## src/rtl/hazard_stall_controller_if.sv

```systemverilog
// Signal bundle between the ID/EX pipeline logic and the hazard/stall sequencer.
// The master side supplies decode/EX status; the slave side returns pipeline enables.
interface hazard_stall_controller_if;
  logic [4:0]  ID_Rs;
  logic [4:0]  ID_Rt;
  logic        ID_UsesRt;
  logic        ID_IsMul;
  logic        EX_MemRead;
  logic [4:0]  EX_Rt;
  logic        EX_BranchTaken;
  logic        PCWrite;
  logic        IFIDWrite;
  logic        IFIDFlush;
  logic        IDEXBubble;
  logic        IDEXHold;
  logic        MulBusy;
  logic [15:0] StallCount;

  modport master (
    output ID_Rs, ID_Rt, ID_UsesRt, ID_IsMul, EX_MemRead, EX_Rt, EX_BranchTaken,
    input  PCWrite, IFIDWrite, IFIDFlush, IDEXBubble, IDEXHold, MulBusy, StallCount
  );

  modport slave (
    input  ID_Rs, ID_Rt, ID_UsesRt, ID_IsMul, EX_MemRead, EX_Rt, EX_BranchTaken,
    output PCWrite, IFIDWrite, IFIDFlush, IDEXBubble, IDEXHold, MulBusy, StallCount
  );
endinterface

```

## src/rtl/hazard_stall_controller.sv

```systemverilog
// Hazard and stall sequencer for the 5-stage core: load-use stalls, taken-branch
// flushes, multi-cycle MUL occupancy of EX, and a saturating stall-cycle counter.
module hazard_stall_controller #(
  parameter int MUL_LAT = 4
) (
  input  logic                      Clk,
  input  logic                      Rst,
  hazard_stall_controller_if.slave  bus
);

  typedef enum logic [0:0] {
    RUN      = 1'b0,
    MUL_WAIT = 1'b1
  } state_t;

  localparam logic [3:0] MUL_INIT  = 4'(MUL_LAT - 1);
  localparam logic       MUL_MULTI = (MUL_LAT > 1) ? 1'b1 : 1'b0;

  state_t      state_r;
  state_t      state_nxt_s;
  logic [3:0]  cnt_r;
  logic [3:0]  cnt_nxt_s;
  logic [15:0] stall_cnt_r;

  logic        load_use_s;
  logic        pc_write_s;
  logic        ifid_write_s;
  logic        ifid_flush_s;
  logic        idex_bubble_s;
  logic        idex_hold_s;
  logic        mul_busy_s;

  // Load in EX whose destination is a source of the instruction in ID.
  always_comb begin
    load_use_s = bus.EX_MemRead && (bus.EX_Rt != 5'd0) &&
                 ((bus.EX_Rt == bus.ID_Rs) || (bus.ID_UsesRt && (bus.EX_Rt == bus.ID_Rt)));
  end

  // Next-state and control outputs; reset forces a flush/bubble with the front end frozen.
  always_comb begin
    state_nxt_s   = state_r;
    cnt_nxt_s     = cnt_r;
    pc_write_s    = 1'b0;
    ifid_write_s  = 1'b0;
    ifid_flush_s  = 1'b0;
    idex_bubble_s = 1'b0;
    idex_hold_s   = 1'b0;
    mul_busy_s    = 1'b0;
    if (Rst) begin
      state_nxt_s   = RUN;
      cnt_nxt_s     = 4'd0;
      ifid_flush_s  = 1'b1;
      idex_bubble_s = 1'b1;
    end else begin
      case (state_r)
        RUN: begin
          if (bus.EX_BranchTaken) begin
            pc_write_s    = 1'b1;
            ifid_write_s  = 1'b1;
            ifid_flush_s  = 1'b1;
            idex_bubble_s = 1'b1;
          end else if (load_use_s) begin
            idex_bubble_s = 1'b1;
          end else if (bus.ID_IsMul && MUL_MULTI) begin
            pc_write_s   = 1'b1;
            ifid_write_s = 1'b1;
            state_nxt_s  = MUL_WAIT;
            cnt_nxt_s    = MUL_INIT;
          end else begin
            pc_write_s   = 1'b1;
            ifid_write_s = 1'b1;
          end
        end
        MUL_WAIT: begin
          idex_hold_s = 1'b1;
          mul_busy_s  = 1'b1;
          // A zero count can only come from corruption; fall back to RUN rather than wrap.
          if (cnt_r <= 4'd1) begin
            state_nxt_s = RUN;
            cnt_nxt_s   = 4'd0;
          end else begin
            state_nxt_s = MUL_WAIT;
            cnt_nxt_s   = cnt_r - 4'd1;
          end
        end
        default: begin
          state_nxt_s   = RUN;
          cnt_nxt_s     = 4'd0;
          idex_bubble_s = 1'b1;
        end
      endcase
    end
  end

  // FSM state and MUL countdown registers.
  always_ff @(posedge Clk or posedge Rst) begin
    if (Rst) begin
      state_r <= RUN;
      cnt_r   <= 4'd0;
    end else begin
      state_r <= state_nxt_s;
      cnt_r   <= cnt_nxt_s;
    end
  end

  // Saturating count of cycles in which the PC was held.
  always_ff @(posedge Clk or posedge Rst) begin
    if (Rst) begin
      stall_cnt_r <= 16'd0;
    end else if (!pc_write_s && (stall_cnt_r != 16'hFFFF)) begin
      stall_cnt_r <= stall_cnt_r + 16'd1;
    end else begin
      stall_cnt_r <= stall_cnt_r;
    end
  end

  assign bus.PCWrite    = pc_write_s;
  assign bus.IFIDWrite  = ifid_write_s;
  assign bus.IFIDFlush  = ifid_flush_s;
  assign bus.IDEXBubble = idex_bubble_s;
  assign bus.IDEXHold   = idex_hold_s;
  assign bus.MulBusy    = mul_busy_s;
  assign bus.StallCount = stall_cnt_r;

endmodule

```

## src/flat_wrapper.sv

```systemverilog
// flat-port wrapper written by rule: the top's interface ports become plain ports
module hazard_stall_controller_flat 
#(
  parameter int MUL_LAT = 4
)
  (Clk, Rst, bus_ID_Rs, bus_ID_Rt, bus_ID_UsesRt, bus_ID_IsMul, bus_EX_MemRead, bus_EX_Rt, bus_EX_BranchTaken, bus_PCWrite, bus_IFIDWrite, bus_IFIDFlush, bus_IDEXBubble, bus_IDEXHold, bus_MulBusy, bus_StallCount);
  hazard_stall_controller_if bus_i ();
  input  logic Clk;
  input  logic Rst;
  input wire logic [$bits(bus_i.ID_Rs)-1:0] bus_ID_Rs;
  input wire logic [$bits(bus_i.ID_Rt)-1:0] bus_ID_Rt;
  input wire logic [$bits(bus_i.ID_UsesRt)-1:0] bus_ID_UsesRt;
  input wire logic [$bits(bus_i.ID_IsMul)-1:0] bus_ID_IsMul;
  input wire logic [$bits(bus_i.EX_MemRead)-1:0] bus_EX_MemRead;
  input wire logic [$bits(bus_i.EX_Rt)-1:0] bus_EX_Rt;
  input wire logic [$bits(bus_i.EX_BranchTaken)-1:0] bus_EX_BranchTaken;
  output wire logic [$bits(bus_i.PCWrite)-1:0] bus_PCWrite;
  output wire logic [$bits(bus_i.IFIDWrite)-1:0] bus_IFIDWrite;
  output wire logic [$bits(bus_i.IFIDFlush)-1:0] bus_IFIDFlush;
  output wire logic [$bits(bus_i.IDEXBubble)-1:0] bus_IDEXBubble;
  output wire logic [$bits(bus_i.IDEXHold)-1:0] bus_IDEXHold;
  output wire logic [$bits(bus_i.MulBusy)-1:0] bus_MulBusy;
  output wire logic [$bits(bus_i.StallCount)-1:0] bus_StallCount;
  assign bus_i.ID_Rs = bus_ID_Rs;
  assign bus_i.ID_Rt = bus_ID_Rt;
  assign bus_i.ID_UsesRt = bus_ID_UsesRt;
  assign bus_i.ID_IsMul = bus_ID_IsMul;
  assign bus_i.EX_MemRead = bus_EX_MemRead;
  assign bus_i.EX_Rt = bus_EX_Rt;
  assign bus_i.EX_BranchTaken = bus_EX_BranchTaken;
  assign bus_PCWrite = bus_i.PCWrite;
  assign bus_IFIDWrite = bus_i.IFIDWrite;
  assign bus_IFIDFlush = bus_i.IFIDFlush;
  assign bus_IDEXBubble = bus_i.IDEXBubble;
  assign bus_IDEXHold = bus_i.IDEXHold;
  assign bus_MulBusy = bus_i.MulBusy;
  assign bus_StallCount = bus_i.StallCount;
  hazard_stall_controller #(.MUL_LAT(MUL_LAT)) u_core (.Clk(Clk), .Rst(Rst), .bus(bus_i));
endmodule
```

## config.mk

```make
export PLATFORM = sky130hd
export DESIGN_NAME = hazard_stall_controller_flat
export DESIGN_NICKNAME = d
export VERILOG_FILES = /design/src/rtl/hazard_stall_controller_if.sv /design/src/rtl/hazard_stall_controller.sv /design/src/flat_wrapper.sv
export SDC_FILE = /design/constraint.sdc
export NUM_CORES = 1
export LEC_CHECK = 0
export CAP_MARGIN = 20
export CORE_ASPECT_RATIO = 0.6
export CORE_MARGIN = 4
export CORE_UTILIZATION = 40
export CTS_CLUSTER_SIZE = 12
export DETAILED_ROUTE_END_ITERATION = 10
export PLACE_DENSITY = 0.75
export SLEW_MARGIN = 15
export SYNTH_ARGS = -nofsm -noshare
export SYNTH_HDL_FRONTEND = slang
export SYNTH_SLANG_ARGS = --single-unit
```

## constraint.sdc

```tcl
create_clock -name Clk -period 1.84 [get_ports Clk]
set_clock_uncertainty 0.15 [all_clocks]
set_input_delay 0.276 -clock Clk [delete_from_list [all_inputs] [get_ports Clk]]
set_output_delay 0.276 -clock Clk [all_outputs]
set_load 0.01 [all_outputs]
```

---- After elaboration in Yosys (flattened, before gate mapping) ----
Cells that the tools add are included.
storage, ports and cells
  bits in registers ....................... 21
  output and inout port bits .............. 22
  word-level logic and storage cells ...... 46
cells by class
  add/subtract/negate cells ............... 2
  $lt $le $gt $ge ......................... 1
  eq/ne operators ......................... 6
  multiplexer cells ....................... 25
  bitwise gates (word level) .............. 1
  reduce and logical (&&, ||, !) cells .... 8
operator list
  kind                                                            number
  2-to-1 mux 4 bit                                                5
  2-to-1 mux 1 bit                                                18
  adder 16 x 1 -> 16 bit, second input constant                   1
  inequality test 16 bit, second input constant                   1
  equality test 5 bit                                             2
  inequality test 3 bit, second input constant                    3
  one-hot mux 4 bit (2 select lines)                              1
  nonzero test 5 bit                                              1
  less-or-equal comparator 4 x 1 -> 1 bit, second input constant  1
  logical AND 1 bit                                               4
  subtractor 4 x 1 -> 4 bit, second input constant                1
  AND reduction 3 bit                                             1
  one-hot mux 1 bit (2 select lines)                              1
  zero test 1 bit                                                 1
  logical OR 1 bit                                                1
  NOT 1 bit                                                       1

---- Depth between registers and ports, before layout ----
Gate-level depths: netlist (run 1).
  depth after elaboration ................. 10
  gate-level depth with buffers ........... 7

---- Worst setup path before layout (run 1) ----
OpenSTA, ideal clock, no wires.
  kind .................................... input to output
  from .................................... input bus_EX_Rt[0]
  to ...................................... output bus_PCWrite
  arrival ................................. 1.581 ns
  data required time ...................... 1.414 ns
  path slack .............................. -0.167 ns
  cell stages on the path ................. 5
  cell sequence ........................... or4_1 > o21a_1 > a31oi_4 > buf_4 > buf_4
between the ends
  word-level cells in the longest chain between the ends .. 8
RTL lines
  item                               RTL line                       text
  from (decl)                        flat_wrapper.sv:15             input wire logic [$bits(bus_i.EX_Rt)-1:0] bus_EX_Rt;
  equality test 5 bit                hazard_stall_controller.sv:36  ((bus.EX_Rt == bus.ID_Rs) || (bus.ID_UsesRt && (bus.EX_Rt == bus.ID_Rt)));
  logical AND 1 bit                  hazard_stall_controller.sv:36
  logical OR 1 bit                   hazard_stall_controller.sv:36
  logical AND 1 bit (*)              hazard_stall_controller.sv:35  load_use_s = bus.EX_MemRead && (bus.EX_Rt != 5'd0) &&
  2-to-1 mux 1 bit (*) (4 in a row)  n/a
  to (decl)                          flat_wrapper.sv:17             output wire logic [$bits(bus_i.PCWrite)-1:0] bus_PCWrite;
Every way passes the cells marked *; elsewhere a longest branch is shown, timed or not.

---- Final worst setup path (run 1) ----
  from .................................... register u_core.stall_cnt_r[3], in the netlist u_core.bus.StallCount[3]
  to ...................................... register u_core.stall_cnt_r[1], in the netlist u_core.bus.StallCount[1]
between the ends
  word-level cells in the longest chain between the ends .. 2
RTL lines
  item                    RTL line                        text
  from (decl)             hazard_stall_controller.sv:23   logic [15:0] stall_cnt_r;
  from (signal assigned)  hazard_stall_controller.sv:111  stall_cnt_r <= stall_cnt_r + 16'd1;
  from (signal assigned)  hazard_stall_controller.sv:113  stall_cnt_r <= stall_cnt_r;
  inequality test 16 bit  hazard_stall_controller.sv:110  end else if (!pc_write_s && (stall_cnt_r != 16'hFFFF)) begin
  logical AND 1 bit       hazard_stall_controller.sv:110
No other way between the ends.
A chain may end at the register's enable or synchronous reset.

==> results.txt, run 1 <==
Counting along the longest clock path gives a buffer depth of 2. The maximum clock frequency came out at 502 MHz. The area of the core is 2950 um2. The CTS tree is yes. The tree is rooted in a sky130_fd_sc_hd__clkbuf_8. The antenna violation net count after detailed routing is 0.

The power density relative to cell area is 1100 nW/um2. The analysis attributes to cell leakage a power of 0.975 nW. In this run, synthesis produced a sequential element count of 21. The number of nets produced by synthesis came out at 154. Traced cell by cell, the critical path runs through and4_4 -> and4_1 -> nand4_1 -> nor3_2 -> buf_6 -> nor2_4 -> mux2_2. VDD sags by at most 0.000979 V. For this run, design rule violations remaining after detail routing come to 0.

The pin count of the biggest net entering global routing came out at 13. The number of detailed-route iterations in the first pass came out at 4. The CTS buffer count came out at 3. The total global routing track utilization is 20.9%. The first global-routing pass estimated 6510 um of wire.

The antenna diode instance count is 0. The unique cell type count in the Yosys netlist came out at 32. Setup repair after global routing could not meet its margin everywhere. The height of the die is 51.4 um. Data arrives at the worst endpoint at 2.00 ns. The post-route cell area came out at 2320 um2. The sequential share of power came out at 31.7%. The worst setup path is captured at a flop. In this run the tool buffered the top-level ports with 42 buffer cells. Setup violations remaining at the end of the flow were counted as 19.

The net load switching power is 0.000993 W. The net count of the finished layout is 235. The final design utilization is 78.8%. Broken down by cell family, the worst path's largest delay share belongs to simple AND/OR/NAND/NOR gates. Cells with a size suffix above 1 make up 43.3% of the layout. The area of the die is 4130 um2. The detailed-route wire length per cell came out at 18.2 um.

Synthesis produced a netlist whose cell count is 130. The switching power as a share of total power came out at 38.9%. The total buffers and inverters traversed by the critical path came out at 1.

The delay of the slowest cell on the worst path is 0.37 ns. The worst setup slack for register-to-register paths came out at -0.15 ns. After clock tree synthesis, the clock-pin slew on the worst setup and hold paths is 0.08 ns. The total standard cell area after synthesis is 1260 um2. The worst slew margin relative to its limit came out at 52.3%. The pin slew with the least headroom to its limit is 0.714 ns.

The violation count after the first detailed-route iteration is 100. The path type of the worst min-delay path is in2async. The critical path in this run is classified as reg2reg. The initial antenna violation count came out at 0. For this design, the slowest cell found on the critical path is sky130_fd_sc_hd__dfrtp_2. The cell-internal power is 0.00156 W. The run finished, with violations left. The average footprint of a synthesized cell is 9.67 um2.

For the worst setup path, the data required time is 1.85 ns. Once the floorplan was initialized, standard cells occupied 42.7% of the core. The synthesis warning total came out at 0.

The weighted congestion at the end of routability-driven global placement is 0.851. In the post-route analysis, the smallest setup slack over all paths is -0.151 ns. The combinational power share is 56.0%.

From synthesis to final layout, the design area changed by 84.6%. The final-layout fill cell count is 180. The max capacitance violation total came out at 0. The detailed placement HPWL is 2850 um.

The number of global-route vias before repair was 1307. The final number of hold-violating endpoints was 0. The total placed instance area is 1960 um2. Row generation in the floorplan step produced 15 rows. The final clock period utilization by the worst path came out at 108%. Counting every sink on the clock net gives 21. The final reports fail on negative setup slack.

The total overflow left after global routing is 0. The worst setup path is launched from a flop. The die boundary width came out at 80.4 um. The insertion delay of the later-clocked pin in the worst-skew pair came out at 0.27 ns.

The peak fanout along the critical path came out at 8. The final critical-path required period came out at 1.99 ns. The post-detailed-routing wire length is 4580 um. The vias after detailed routing came out at 1335. The total number of H-tree levels is 1. The clock network accounts for 12.3% of the total power. The design draws 0.00256 W. The vias per cell is 5.30. The share of the yosys chip area belonging to registers is 41.8%. After routing, the total negative slack on setup checks comes to -1.43 ns.

In this run the count of I/O pins placed on the die edge is 43. The final count of pins violating max slew came out at 0.
==> final timing paths <==
path / from / endpoint / cells after the start
max in group asynchronous: Rst / u_core.bus.StallCount[3] / 3
max reg2reg: u_core.bus.StallCount[3] / u_core.bus.StallCount[1] / 7
min reg2reg: u_core.bus.StallCount[9] / u_core.bus.StallCount[9] / 1
min: Rst / u_core.cnt_r[1] / 3
max: u_core.bus.StallCount[3] / u_core.bus.StallCount[1] / 7
min in group Clk: Rst / u_core.cnt_r[0] / 3
==> power groups by stage <==
stage	clock network, W	logic, W	registers, W
floorplan	0	0.000388	0.000886
global placement	0	0.00117	0.000775
detailed placement	0	0.00122	0.000787
CTS	0.000315	0.00135	0.000787
global route	0.000339	0.00151	0.000825
finish	0.000315	0.00143	0.000809
==> cells by family (layout without fill, tap and decap cells) <==
logic type	Yosys count	after routing	share of synthesized area, %
AOI/OAI and AO/OA	15	15	9.25
xor gates and xnor gates	24	24	16.7
adders and majority gates	3	3	2.99
buffers and inverters	11	91	4.28
DFF	21	21	41.8
muxes	2	2	1.79
and+or+nand+nor	54	54	23.2
==> worst register-to-register path, delay by kind of cell (launching register included) <==
family	cells	cell delay (ns)
buffers and inverters	1	0.23
flip-flops	1	0.37
multiplexers	1	0.26
AND/OR/NAND/NOR	5	0.86
==> cells in the mapped netlist (all sizes together) <==
master	instances	area share, %
nor3b	1	0.60
ha	3	3.0
a21o	1	0.60
o31ai	1	0.60
o22ai	1	0.99
nor2b	1	0.50
buf	4	2.2
and3	1	0.50
o21a	1	0.60
dfrtp	21	42
nand2b	1	0.50
and4	3	2.1
a21oi	2	0.80
or4	1	0.60
nand4	4	2.0
nor4b	2	1.4
nor4	6	3.0
xor2	14	9.8
nand3	7	2.8
mux2	2	1.8
o22a	2	1.4
and2	1	0.50
o21ai	5	2.0
nand2	13	3.9
nor2	7	2.1
nor3	6	2.8
inv	7	2.1
a31oi	1	1.7
xnor2	10	7.0
o21bai	1	0.60
==> cell usage in the layout, fill, tap and decap left out, types with 4 or more instances in the layout <==
cell type	Yosys	final
sky130_fd_sc_hd__nand4_1	4	4
sky130_fd_sc_hd__nand2_1	13	12
sky130_fd_sc_hd__nor2_1	7	4
sky130_fd_sc_hd__clkdlybuf4s50_1	0	19
sky130_fd_sc_hd__buf_4	3	27
sky130_fd_sc_hd__xor2_1	14	14
sky130_fd_sc_hd__inv_1	7	6
sky130_fd_sc_hd__o21ai_0	5	4
sky130_fd_sc_hd__nor4_4	0	6
sky130_fd_sc_hd__dlygate4sd2_1	0	8
sky130_fd_sc_hd__buf_6	0	14
sky130_fd_sc_hd__clkdlybuf4s15_1	0	4
sky130_fd_sc_hd__xnor2_2	0	7
sky130_fd_sc_hd__dfrtp_1	21	18
sky130_fd_sc_hd__nand3_1	7	6
==> layout make-up <==
type / count / area, um2 / share of cell area (%)
Sequential cell: 21 / 529 / 22.8
Inverter: 7 / 30.0 / 1.29
Clock buffer: 3 / 41.3 / 1.78
Multi-Input combinational cell: 98 / 930 / 40.1
Clock inverter: 1 / 5.00 / 0.216
Tap cell: 42 / 52.6 / 2.26
Timing Repair Buffer: 80 / 733 / 31.6
==> stage by stage <==
| stage | setup WS [ns] | hold WS, ns | cells |
|---|---|---|---|
| 6_report | -0.151 | 0.0675 | 252 |
| 5_1_grt | -0.194 | 0.0942 | 252 |
| 4_1_cts | -0.147 | 0.0602 | 249 |
| 3_5_place_dp | -0.843 | 0.340 | 243 |
| 3_3_place_gp | -0.802 | 0.335 | 243 |
| 2_1_floorplan | -0.0881 | -0.00394 | 130 |
==> sequential cells by signal, summed over array words and instances, names as in the netlist <==
name and count:
u_core.bus.StallCount 16, u_core.cnt_r 4, u_core.state_r 1
==> routing by layer <==
| layer | vias to the layer above | track usage (%) | wire, um |
|---|---|---|---|
| met5 | - | 0 | 0 |
| met4 | 0 | 5.90 | 55 |
| met3 | 7 | 3.87 | 154 |
| met2 | 35 | 35.7 | 2350 |
| met1 | 674 | 27.1 | 2010 |
| li1 | 619 | - | - |
==> what timing repair did <==
item	CTS	global route
endpoints found under the setup margin	27	24
buffers inserted	4	3
resized for setup	83	33
pin swaps	32	22
hold buffers	0	0
Power figures use the tool's default switching activity.
==> run 2, diff against run 1 <==
CORE_ASPECT_RATIO = default   (was 0.6)
==> run 2 against run 1 <==
Net effect: the run still ends with negative setup slack left; fmax decreased by 0.72%; clock-buffer cell count increased by 1; sequential power increased by 0.9%; largest power group unchanged.
==> results.txt, run 2 (synthesized netlist as in run 1, its figures left out) <==
The flow ran to the end, but the final reports show violations. The checks that failed: negative setup slack. The detailed-route wire length per cell came out at 17.5 um. The number of sinks handled by clock tree synthesis is 21.

The endpoint type of the worst setup path is a flop. The pin count of the biggest net entering global routing is 13. The post-layout worst setup margin came out at -0.166 ns. The final number of hold-violating endpoints is 0. The height of the die is 64.1 um. The final hold slack came out at 0.221 ns.

The fraction of power consumed by the clock network came out at 9.9%. TritonCTS built the clock tree. The leakage dissipation is 0.975 nW. The final design utilization came out at 76.3%. The post-route cell area is 2310 um2. The die boundary width is 64.1 um. The peak fanout along the critical path came out at 5. By startpoint and endpoint, the worst setup path is classified as reg2reg.

The weighted congestion at the end of routability-driven global placement is 0.862. Clock-pin slew was measured on the worst setup and hold paths at 0.12 ns. The pre-CTS worst setup slack came out at -0.860 ns. From synthesis to final layout, the design area changed by 83.8%.

The CTS buffer count came out at 3. At the pin with the least slew margin, the transition time is 0.682 ns. The vias per cell came out at 5.38. The worst path required time came out at 1.90 ns. The final clock period utilization by the worst path is 109%. The vias after detailed routing came out at 1378. The sequential share of power came out at 33.7%. In this run the remaining antenna-violating nets after routing total 0. The area of the die is 4100 um2. The total placed instance area came out at 1920 um2.

The effective utilization at floorplan is 41.5%. The worst setup slack for register-to-register paths came out at -0.17 ns. The total number of H-tree levels is 1. In this run the critical register-to-register path is captured at u_core.bus.StallCount[6].

The final critical-path required period came out at 2.01 ns. The net count of the finished layout is 237. The wire length of the first global-routing pass is 6530 um.

The number of flip-flops in the largest register is 16. The count of pins on the block boundary came out at 43. The switching power as a share of total power is 40.2%. The net load switching power is 0.000973 W. Across the run, the number of max-cap violations was 0. The initial antenna violation count came out at 0. The total global routing track utilization is 20.3%. The worst slew margin relative to its limit is 54.4%. The worst endpoint data arrival time is 2.07 ns. VDD sags by at most 0.000658 V. The layout cell share with drive strength beyond 1 came out at 39.6%. The worst setup path is launched from a flop. Summing all flip-flop and latch instances after layout gives 529 um2. The maximum clock frequency is 499 MHz. Setup repair after global routing could not meet its margin everywhere. The insertion delay of the later-clocked pin in the worst-skew pair came out at 0.33 ns. The cell-internal power came out at 0.00145 W. The first TritonRoute pass finished after 4 iterations. In the layout the commonest cells are 31 x sky130_fd_sc_hd__buf_4, 18 x sky130_fd_sc_hd__dfrtp_1, 16 x sky130_fd_sc_hd__clkdlybuf4s50_1, 14 x sky130_fd_sc_hd__xor2_1, 12 x sky130_fd_sc_hd__nand2_1. The power density relative to cell area is 1050 nW/um2. The startpoint identified for the worst register-to-register timing path is u_core.bus.StallCount[5].

The violation count after the first detailed-route iteration came out at 62. The final count of pins violating max slew came out at 0. The overflow left after global routing is 0. The final-layout fill cell count is 197.

The number of placement rows came out at 20. The multi-input combinational cells in the finished layout cover a total of 907 um2. The antenna diode instance count came out at 0. The number of global-route vias before repair came out at 1401. After detailed routing, the total wire length is 4480 um.

The core region is 3030 um2. Clock tree synthesis selected as its root buffer the cell sky130_fd_sc_hd__clkbuf_4. The combinational power share came out at 56.4%. The count of port buffers added during placement is 42. The logic depth of the worst register-to-register path came out at 8.

For this run, design rule violations remaining after detail routing come to 0. Setup total negative slack on the finished layout was measured at -2.28 ns. The library cell used most frequently in the layout, excluding fill and tap cells, is sky130_fd_sc_hd__buf_4. The wire-length estimate of the detail-placed layout is 2720 um. The tightest min-delay check is of the in2async type. Setup violations remaining at the end of the flow were counted as 19. The number of buffers on the longest clock path came out at 2.
[run 2: what timing repair did]
item | in CTS | in global routing
pin swaps | 17 | 19
hold buffers | 0 | 0
setup buffers | 6 | 5
endpoints found under the setup margin | 28 | 29
resized for setup | 78 | 33
cloned | 1 | 1
[run 2: power by group through the flow]
stage,Clock [W],Combinational (W),Sequential (W)
floorplan,0,0.000388,0.000886
global placement,0,0.00110,0.000775
detailed placement,0,0.00115,0.000797
CTS,0.000242,0.00126,0.000795
global route,0.000269,0.00145,0.000840
finish,0.000240,0.00136,0.000816
[run 2: worst max path at each step]
stage / startpoint / end / slack (ns)
after floorplan: bus_EX_Rt[0] / bus_PCWrite / -0.09
after global placement: bus_EX_Rt[0] / bus_PCWrite / -0.84
after detailed placement: bus_EX_Rt[0] / bus_IFIDWrite / -0.86
after CTS: bus_EX_Rt[0] / bus_PCWrite / -0.14
after global routing: u_core.bus.StallCount[5] / u_core.bus.StallCount[6] / -0.26
final: u_core.bus.StallCount[5] / u_core.bus.StallCount[6] / -0.17
[run 2: layout make-up]
cell class	count	share of cell area, %
well taps	44	2.38
inverters	7	1.30
repair buffers	82	33.0
flip-flops and latches	21	22.9
multi-input cells	98	39.3
clock buffers	4	1.14
[run 2: routing by layer]
layer | up-vias | part of all wire, % | wire length (um) | global-route usage, %
met5 | - | 0 | 0 | 0
met4 | 0 | 2.8 | 125 | 5.93
met3 | 16 | 5.0 | 224 | 4.75
met2 | 48 | 52 | 2310 | 35.6
met1 | 694 | 41 | 1820 | 24.4
li1 | 620 | - | - | -
[run 2: critical path: stages (launching register included)]
cell	delay, ns
sky130_fd_sc_hd__dfrtp_1	0.40
sky130_fd_sc_hd__and4_4	0.24
sky130_fd_sc_hd__and4_1	0.20
sky130_fd_sc_hd__nand4_1	0.17
sky130_fd_sc_hd__nor3_4	0.24
sky130_fd_sc_hd__buf_4	0.16
sky130_fd_sc_hd__buf_6	0.13
sky130_fd_sc_hd__nor3_1	0.06
sky130_fd_sc_hd__xor2_1	0.13
[run 2: metrics by stage]
| step | power, W | instances |
|---|---|---|
| finish | 0.00242 | 256 |
| global route | 0.00256 | 256 |
| CTS | 0.00230 | 250 |
| detailed placement | 0.00194 | 239 |
| global placement | 0.00188 | 239 |
| floorplan | 0.00127 | 130 |
